===== src/rtl/clk_probe_unit.sv =====
// ---------------------------------------------------------------------------
// clk_probe_unit
//
// Board-level clock and debug helper placed between the board clock and the
// processor core. It replaces a vendor clocking wizard and virtual-I/O probe
// with plain synthesizable logic:
//   * divides the board clock by 2*DIV_HALF to produce the core clock,
//   * raises a lock flag LOCK_CYCLES board cycles after reset release,
//   * snapshots a probe word from the core, with a one-cycle change pulse
//     and a running count of snapshot changes.
//
// Optional feature macro: PROBE_LEDS_EN
//   defined   -> r_led shows the XOR parity of each byte of the snapshot
//                (requires PW = 32)
//   undefined -> r_led exists but is tied to zero
//
// Parameters
//   DIV_HALF     board cycles per half-period of w_clk_out (>= 1)
//   LOCK_CYCLES  board cycles after reset release until w_locked (>= 1)
//   PW           probe width
//
// Ports
//   w_clk       in   board clock, all logic on its rising edge
//   w_rst       in   synchronous active-high reset
//   w_clk_out   out  derived core clock (registered)
//   w_locked    out  derived clock is stable
//   w_probe_in  in   probe word from the core
//   w_freeze    in   hold the current snapshot
//   r_probe     out  registered probe snapshot
//   r_change    out  one-cycle pulse when the snapshot changes
//   r_chg_cnt   out  snapshot changes since reset (wraps)
//   r_led       out  per-byte parity of the snapshot (or zero)
//
// Handshake: there is no valid/ready pair. The probe path samples
// w_probe_in on every edge where w_locked=1 and w_freeze=0; r_change marks
// the cycle whose snapshot differs from the previous one.
// ---------------------------------------------------------------------------
module clk_probe_unit #(
    parameter int DIV_HALF    = 1,
    parameter int LOCK_CYCLES = 16,
    parameter int PW          = 32
) (
    input  logic          w_clk,
    input  logic          w_rst,
    output logic          w_clk_out,
    output logic          w_locked,
    input  logic [PW-1:0] w_probe_in,
    input  logic          w_freeze,
    output logic [PW-1:0] r_probe,
    output logic          r_change,
    output logic [31:0]   r_chg_cnt,
    output logic [3:0]    r_led
);

    // Counter widths; a single bit is kept even when DIV_HALF=1 so the
    // divider counter is never a zero-width vector.
    localparam int DW = (DIV_HALF > 1) ? $clog2(DIV_HALF) : 1;
    localparam int LW = $clog2(LOCK_CYCLES + 1);

    localparam logic [DW-1:0] DIV_LAST = DW'(DIV_HALF - 1);
    localparam logic [LW-1:0] LOCK_MAX = LW'(LOCK_CYCLES);

    // -----------------------------------------------------------------------
    // Clock divider
    // -----------------------------------------------------------------------
    logic [DW-1:0] r_div_cnt;
    logic          r_clk_out;
    logic          w_div_wrap;

    assign w_div_wrap = (r_div_cnt == DIV_LAST);

    always_ff @(posedge w_clk) begin
        if (w_rst) begin
            r_div_cnt <= '0;
            r_clk_out <= 1'b0;
        end else if (w_div_wrap) begin
            r_div_cnt <= '0;
            r_clk_out <= ~r_clk_out;
        end else begin
            r_div_cnt <= r_div_cnt + 1'b1;
        end
    end

    assign w_clk_out = r_clk_out;

    // -----------------------------------------------------------------------
    // Lock indication: saturating count of non-reset edges. Lock is a plain
    // compare against the registered count, so it drops on the edge that
    // samples reset and rises right after edge LOCK_CYCLES.
    // -----------------------------------------------------------------------
    logic [LW-1:0] r_lock_cnt;

    always_ff @(posedge w_clk) begin
        if (w_rst) begin
            r_lock_cnt <= '0;
        end else if (r_lock_cnt != LOCK_MAX) begin
            r_lock_cnt <= r_lock_cnt + 1'b1;
        end
    end

    assign w_locked = (r_lock_cnt == LOCK_MAX);

    // -----------------------------------------------------------------------
    // Probe capture and change detection. The lock flag used here is the
    // value before the edge, so the first capture happens on the edge after
    // lock is reported.
    // -----------------------------------------------------------------------
    logic w_capture;
    logic w_differs;

    assign w_capture = w_locked & ~w_freeze;
    assign w_differs = (w_probe_in != r_probe);

    always_ff @(posedge w_clk) begin
        if (w_rst) begin
            r_probe   <= '0;
            r_change  <= 1'b0;
            r_chg_cnt <= '0;
        end else if (w_capture) begin
            r_probe  <= w_probe_in;
            r_change <= w_differs;
            if (w_differs) begin
                r_chg_cnt <= r_chg_cnt + 32'd1;
            end
        end else begin
            // Frozen or unlocked: snapshot and count hold, no pulse.
            r_change <= 1'b0;
        end
    end

    // -----------------------------------------------------------------------
    // Snapshot LEDs
    // -----------------------------------------------------------------------
`ifdef PROBE_LEDS_EN
    assign r_led = {^r_probe[31:24], ^r_probe[23:16], ^r_probe[15:8], ^r_probe[7:0]};
`else
    assign r_led = 4'b0000;
`endif

endmodule


===== config.mk =====
export PLATFORM = sky130hd
export DESIGN_NAME = clk_probe_unit
export DESIGN_NICKNAME = d
export VERILOG_FILES = /design/src/rtl/clk_probe_unit.sv
export SDC_FILE = /design/constraint.sdc
export NUM_CORES = 1
export LEC_CHECK = 0
export CAP_MARGIN = 20
export CORE_ASPECT_RATIO = 1.25
export CORE_MARGIN = 5
export CORE_UTILIZATION = 24
export DETAILED_ROUTE_END_ITERATION = 7
export HOLD_SLACK_MARGIN = 0.1
export SYNTH_ARGS = -nofsm -noshare
export SYNTH_HDL_FRONTEND = slang
export SYNTH_SLANG_ARGS = --single-unit

===== constraint.sdc =====
create_clock -name w_clk -period 2.9 [get_ports w_clk]
set_clock_uncertainty 0.05 [all_clocks]
set_input_delay 0.58 -clock w_clk [delete_from_list [all_inputs] [get_ports w_clk]]
set_output_delay 0.58 -clock w_clk [all_outputs]
set_load 0.02 [all_outputs]

== Yosys cells after proc, flatten, opt, wreduce, memory -nomap -nowiden ==
Index checks and enable logic that the tools add are counted.
Storage, ports and cells
  bits in registers: 72
  output and inout bits: 71
  word-level logic and storage cells: 20
Cells by class
  reductions and logical operators: 3
  bitwise logic cells: 5
  eq/ne operators: 3
  $add $sub $neg: 3
Operator list (number)
  $add A32 B1 Y32 const B: 1
  $ne A32 B32 Y1: 1
  $add A5 B1 Y5 const B: 1
  $eq A5 B5 Y1 const B: 1
  $ne A5 B5 Y1 const B: 1
  $not A1 Y1: 4
  $reduce_or A2 Y1: 2
  $reduce_and A2 Y1: 1
  $add A1 B1 Y1 const B: 1
  $and A1 B1 Y1: 1

== Longest topological paths before layout ==
  depth after elaboration: 4
  mapped depth: 9

== Worst setup path before layout ==
OpenSTA, ideal clock, no wires.
  path type: register to register
  start: register r_chg_cnt[0]
  end: register r_chg_cnt[20]
  library setup time: 0.121 ns
  setup slack: 0.763 ns
  arrival time: 1.967 ns
  required time: 2.729 ns
  buffers on the path: 0
  cell stages (with the launch flop): 7
  cells stage by stage: dfxtp_1 -> ha_1 -> nand4_1 -> nor3_4 -> nand2_4 -> a2111oi_0 -> mux2_2
On the way
  word-level cells in the longest chain between the ends: 1
Ends and longest elaborated chain
  from (decl): line 51  | output logic [31:0] r_chg_cnt,
  from (signal assigned): line 123  | r_chg_cnt <= r_chg_cnt + 32'd1;
  $add A32 B1 Y32: line 123
No other way between the ends.
A chain may end at the register's enable or synchronous reset.

== Worst setup path after layout ==
  start: register r_lock_cnt[0]
  end: output w_locked
On the way
  word-level cells in the longest chain between the ends: 1
Ends and longest elaborated chain
  from (decl): line 91  | logic [LW-1:0] r_lock_cnt;
  from (signal assigned): line 97  | r_lock_cnt <= r_lock_cnt + 1'b1;
  $eq A5 B5 Y1: line 101  | assign w_locked = (r_lock_cnt == LOCK_MAX);
  to (decl): line 46  | output logic w_locked,
No other way between the ends.

==> results.json <==
{
  "grt_max_degree": 104,
  "clkSlewWorstSetupHoldPaths_ns": 0.05,
  "synth_compound_area_share_pct": 10.8,
  "final_max_slew_viol_count": 0,
  "worstSetupEndpointType": "output port",
  "layout_commonest_cell": "clkdlybuf4s50_1",
  "hold_path.startpoint": "r_probe[21]",
  "vias": 3317,
  "hold_buffers": 0,
  "avgSynthCellArea_um2": 8.44,
  "required_ns": 2.27,
  "ys_ff_latch": 72,
  "areaGrowthSynthToFinish_pct": 40.1,
  "critPathMaxStageDelay_ns": 0.65,
  "finalCritPeriodShare_pct": 89.1,
  "path_delay_family": "buffers and inverters",
  "die_w_um": 122,
  "rsz0062_at_grt": "false",
  "status": "finished, final reports clean",
  "ios": 106,
  "fin_total_pwr_w": 0.00217,
  "cts_sinks": 72,
  "reg2reg_to": "r_chg_cnt[22]",
  "cp-start-kind": "flip-flop",
  "crit_buf_inv": 3,
  "cts_buffers": 9,
  "dp.cells": 734,
  "die_h_um": 149,
  "grtUsageTotal_pct": 10.9,
  "core_um2": 15400,
  "synthCells": 442,
  "synth_adder_area_share_pct": 1.01,
  "cp_num_cells": 5,
  "io_buffer_count": 101,
  "clockBufferDepth": 2,
  "final_core_utilization_pct": 33.8,
  "dieArea_um2": 18100,
  "fmax_mhz": 387,
  "detailedRoute.firstPassIterationCount": 4,
  "path_cells": "inv_1 -> ha_1 -> nand4bb_4 -> inv_1 -> clkdlybuf4s50_1",
  "min_period_ns": 2.58,
  "start_util_pct": 24.2,
  "p_per_area_nw_per_um2": 415,
  "fin_setup_tns_ns": 0,
  "antenna_found_initial": 0,
  "yosysWarnings": 0,
  "leakagePower_nw": 1.76,
  "cts_resized": 0,
  "synth_top_family_by_area": "simple AND/OR/NAND/NOR gates",
  "grt_pass1_wl_um": 15700,
  "path_max_fanout": 6,
  "min_to": "r_probe[21]",
  "dp_hpwl_um": 7130,
  "stdcell_area_um2": 5230,
  "drc": 0,
  "drt_iter0_markers": 209,
  "worstReg2RegStart": "r_lock_cnt[0]",
  "dpl-instance-area_um2": 4950,
  "grt-ovfl-total": 0,
  "r2r_setup_slack_ns": 0.63,
  "ctsHtreeMaxLevel": 3,
  "synthSimpleGateAreaFrac_pct": 26.0,
  "ant_nets": 0,
  "setup_violations": 0,
  "synthXorXnorAreaFrac_pct": 8.45,
  "hold_depth": 2,
  "cpMaxStageDelayCell": "clkdlybuf4s50_1",
  "finalNonFillerCells": 749,
  "layout_common_cells": "clkdlybuf4s50_1 (100), nand2_1 (76), dfxtp_1 (72)",
  "synth.cell_area_um2": 3730,
  "drv_cap": 0,
  "drt-wirelength-per-cell_um": 13.3,
  "ir_drop_mv": 0.180,
  "hold_path.class": "flip-flop to flip-flop",
  "wl_um": 9960,
  "muxShareOfSynthArea_pct": 9.63,
  "synth_cell_types": 34,
  "fp-row-count": 51,
  "place_congestion": 0.750,
  "r2r_cells": 7,
  "drive_gt1_share_pct": 11.0,
  "clkLatencyLatePin_ns": 0.33,
  "worstSetupPathType": "flip-flop to output port",
  "first_global_vias": 3171,
  "crit_path_frequent_cell": "inv_1",
  "antennaDiodeCount": 0,
  "clock-root-buffer": "clkbuf_16",
  "hold_violations": 0,
  "arrival_ns": 1.95,
  "cts_tree": "done",
  "cts_setup_buffers": 0,
  "vias_per_cell": 4.43,
  "fin_nets": 571,
  "ys_seq_area_share_pct": 38.6
}
-- how the worst max path moves through the flow --
| stage | from | end | slack, ns |
|---|---|---|---|
| floorplan | r_chg_cnt[0] | r_chg_cnt[20] | 0.76 |
| global placement | w_probe_in[11] | r_chg_cnt[13] | 0.25 |
| detailed placement | w_probe_in[11] | r_chg_cnt[13] | 0.25 |
| CTS | r_lock_cnt[0] | w_locked | 0.25 |
| global route | r_lock_cnt[0] | w_locked | 0.19 |
| finish | r_lock_cnt[0] | w_locked | 0.32 |
-- Yosys cell counts --
cell	n	area, um2
clkbuf_1	13	48.8
mux2_2	25	282
a2111oi_2	5	75.1
xor2_1	3	26.3
dfxtp_1	72	1440
and4_1	2	17.5
conb_1	1	3.75
mux2i_1	1	10.0
a2111oi_0	3	26.3
nor2_1	44	165
nand2_4	1	11.3
and3_1	2	12.5
xnor2_1	33	289
nand3_4	1	17.5
nor4_4	1	21.3
nand4bb_4	1	27.5
inv_1	10	37.5
buf_4	7	52.6
nor3_1	5	25.0
buf_2	4	20.0
a21oi_1	47	235
nand2_1	76	285
nand3_2	1	10.0
nand3_1	8	40.0
buf_6	2	22.5
nor2b_1	26	163
nand2b_1	3	18.8
nand4_1	20	125
a211oi_1	9	67.6
buf_1	5	18.8
mux2_1	6	67.6
nor3_4	1	16.3
ha_1	3	37.5
nor4_2	1	12.5
-- state kept, by name, summed over array words and instances (netlist names) --
| name | count |
|---|---|
| r_chg_cnt | 32 |
| r_change | 1 |
| r_lock_cnt | 5 |
| r_div_cnt | 1 |
| w_clk_out | 1 |
| r_probe | 32 |
-- cells by family (layout without fill, tap and decap cells) --
| group | count (synthesis) | after routing |
|---|---|---|
| AOI/OAI and AO/OA | 64 | 64 |
| other | 1 | 5 |
| muxes | 32 | 32 |
| buffers and inverters | 41 | 132 |
| and+or+nand+nor | 193 | 193 |
| DFF | 72 | 72 |
| adders and majority gates | 3 | 3 |
| xor gates and xnor gates | 36 | 36 |
-- layer usage --
metal  GRT usage, %  routed length, um  up-vias
met5              0                  0        -
met4           4.82                174        0
met3           2.73                613       12
met2           18.2               4730      101
met1           13.3               4440     1533
li1               -                  -     1671
-- metrics by stage --
step | setup WS (ns) | hold slack [ns]
floorplan | 0.763 | 0.404
CTS | 0.249 | 0.430
finish | 0.315 | 0.426
global route | 0.193 | 0.442
detailed placement | 0.245 | 0.423
global placement | 0.248 | 0.411
-- worst reg2reg max path, stage by stage, from the launching register on --
cell and delay (ns):
dfxtp_1 0.33, inv_1 0.08, ha_1 0.19, nand4bb_4 0.18, nor3_4 0.37, nand2_4 0.15, a2111oi_0 0.42, mux2_2 0.38
-- report_power, final --
part	switching [W]	internal [W]
registers	0.00000521	0.000995
logic	0.0000668	0.0000730
clock network	0.000410	0.000618
-- layout make-up --
| class | count | area [um2] |
|---|---|---|
| clock inverter | 3 | 17.5 |
| tap | 212 | 265 |
| timing repair buffer | 107 | 1090 |
| inverter | 10 | 37.5 |
| fill | 1653 | 10200 |
| clock buffer | 12 | 256 |
| multi-input combinational | 333 | 2120 |
| sequential | 72 | 1440 |
Note: power is estimated with default switching activity, not from simulation.
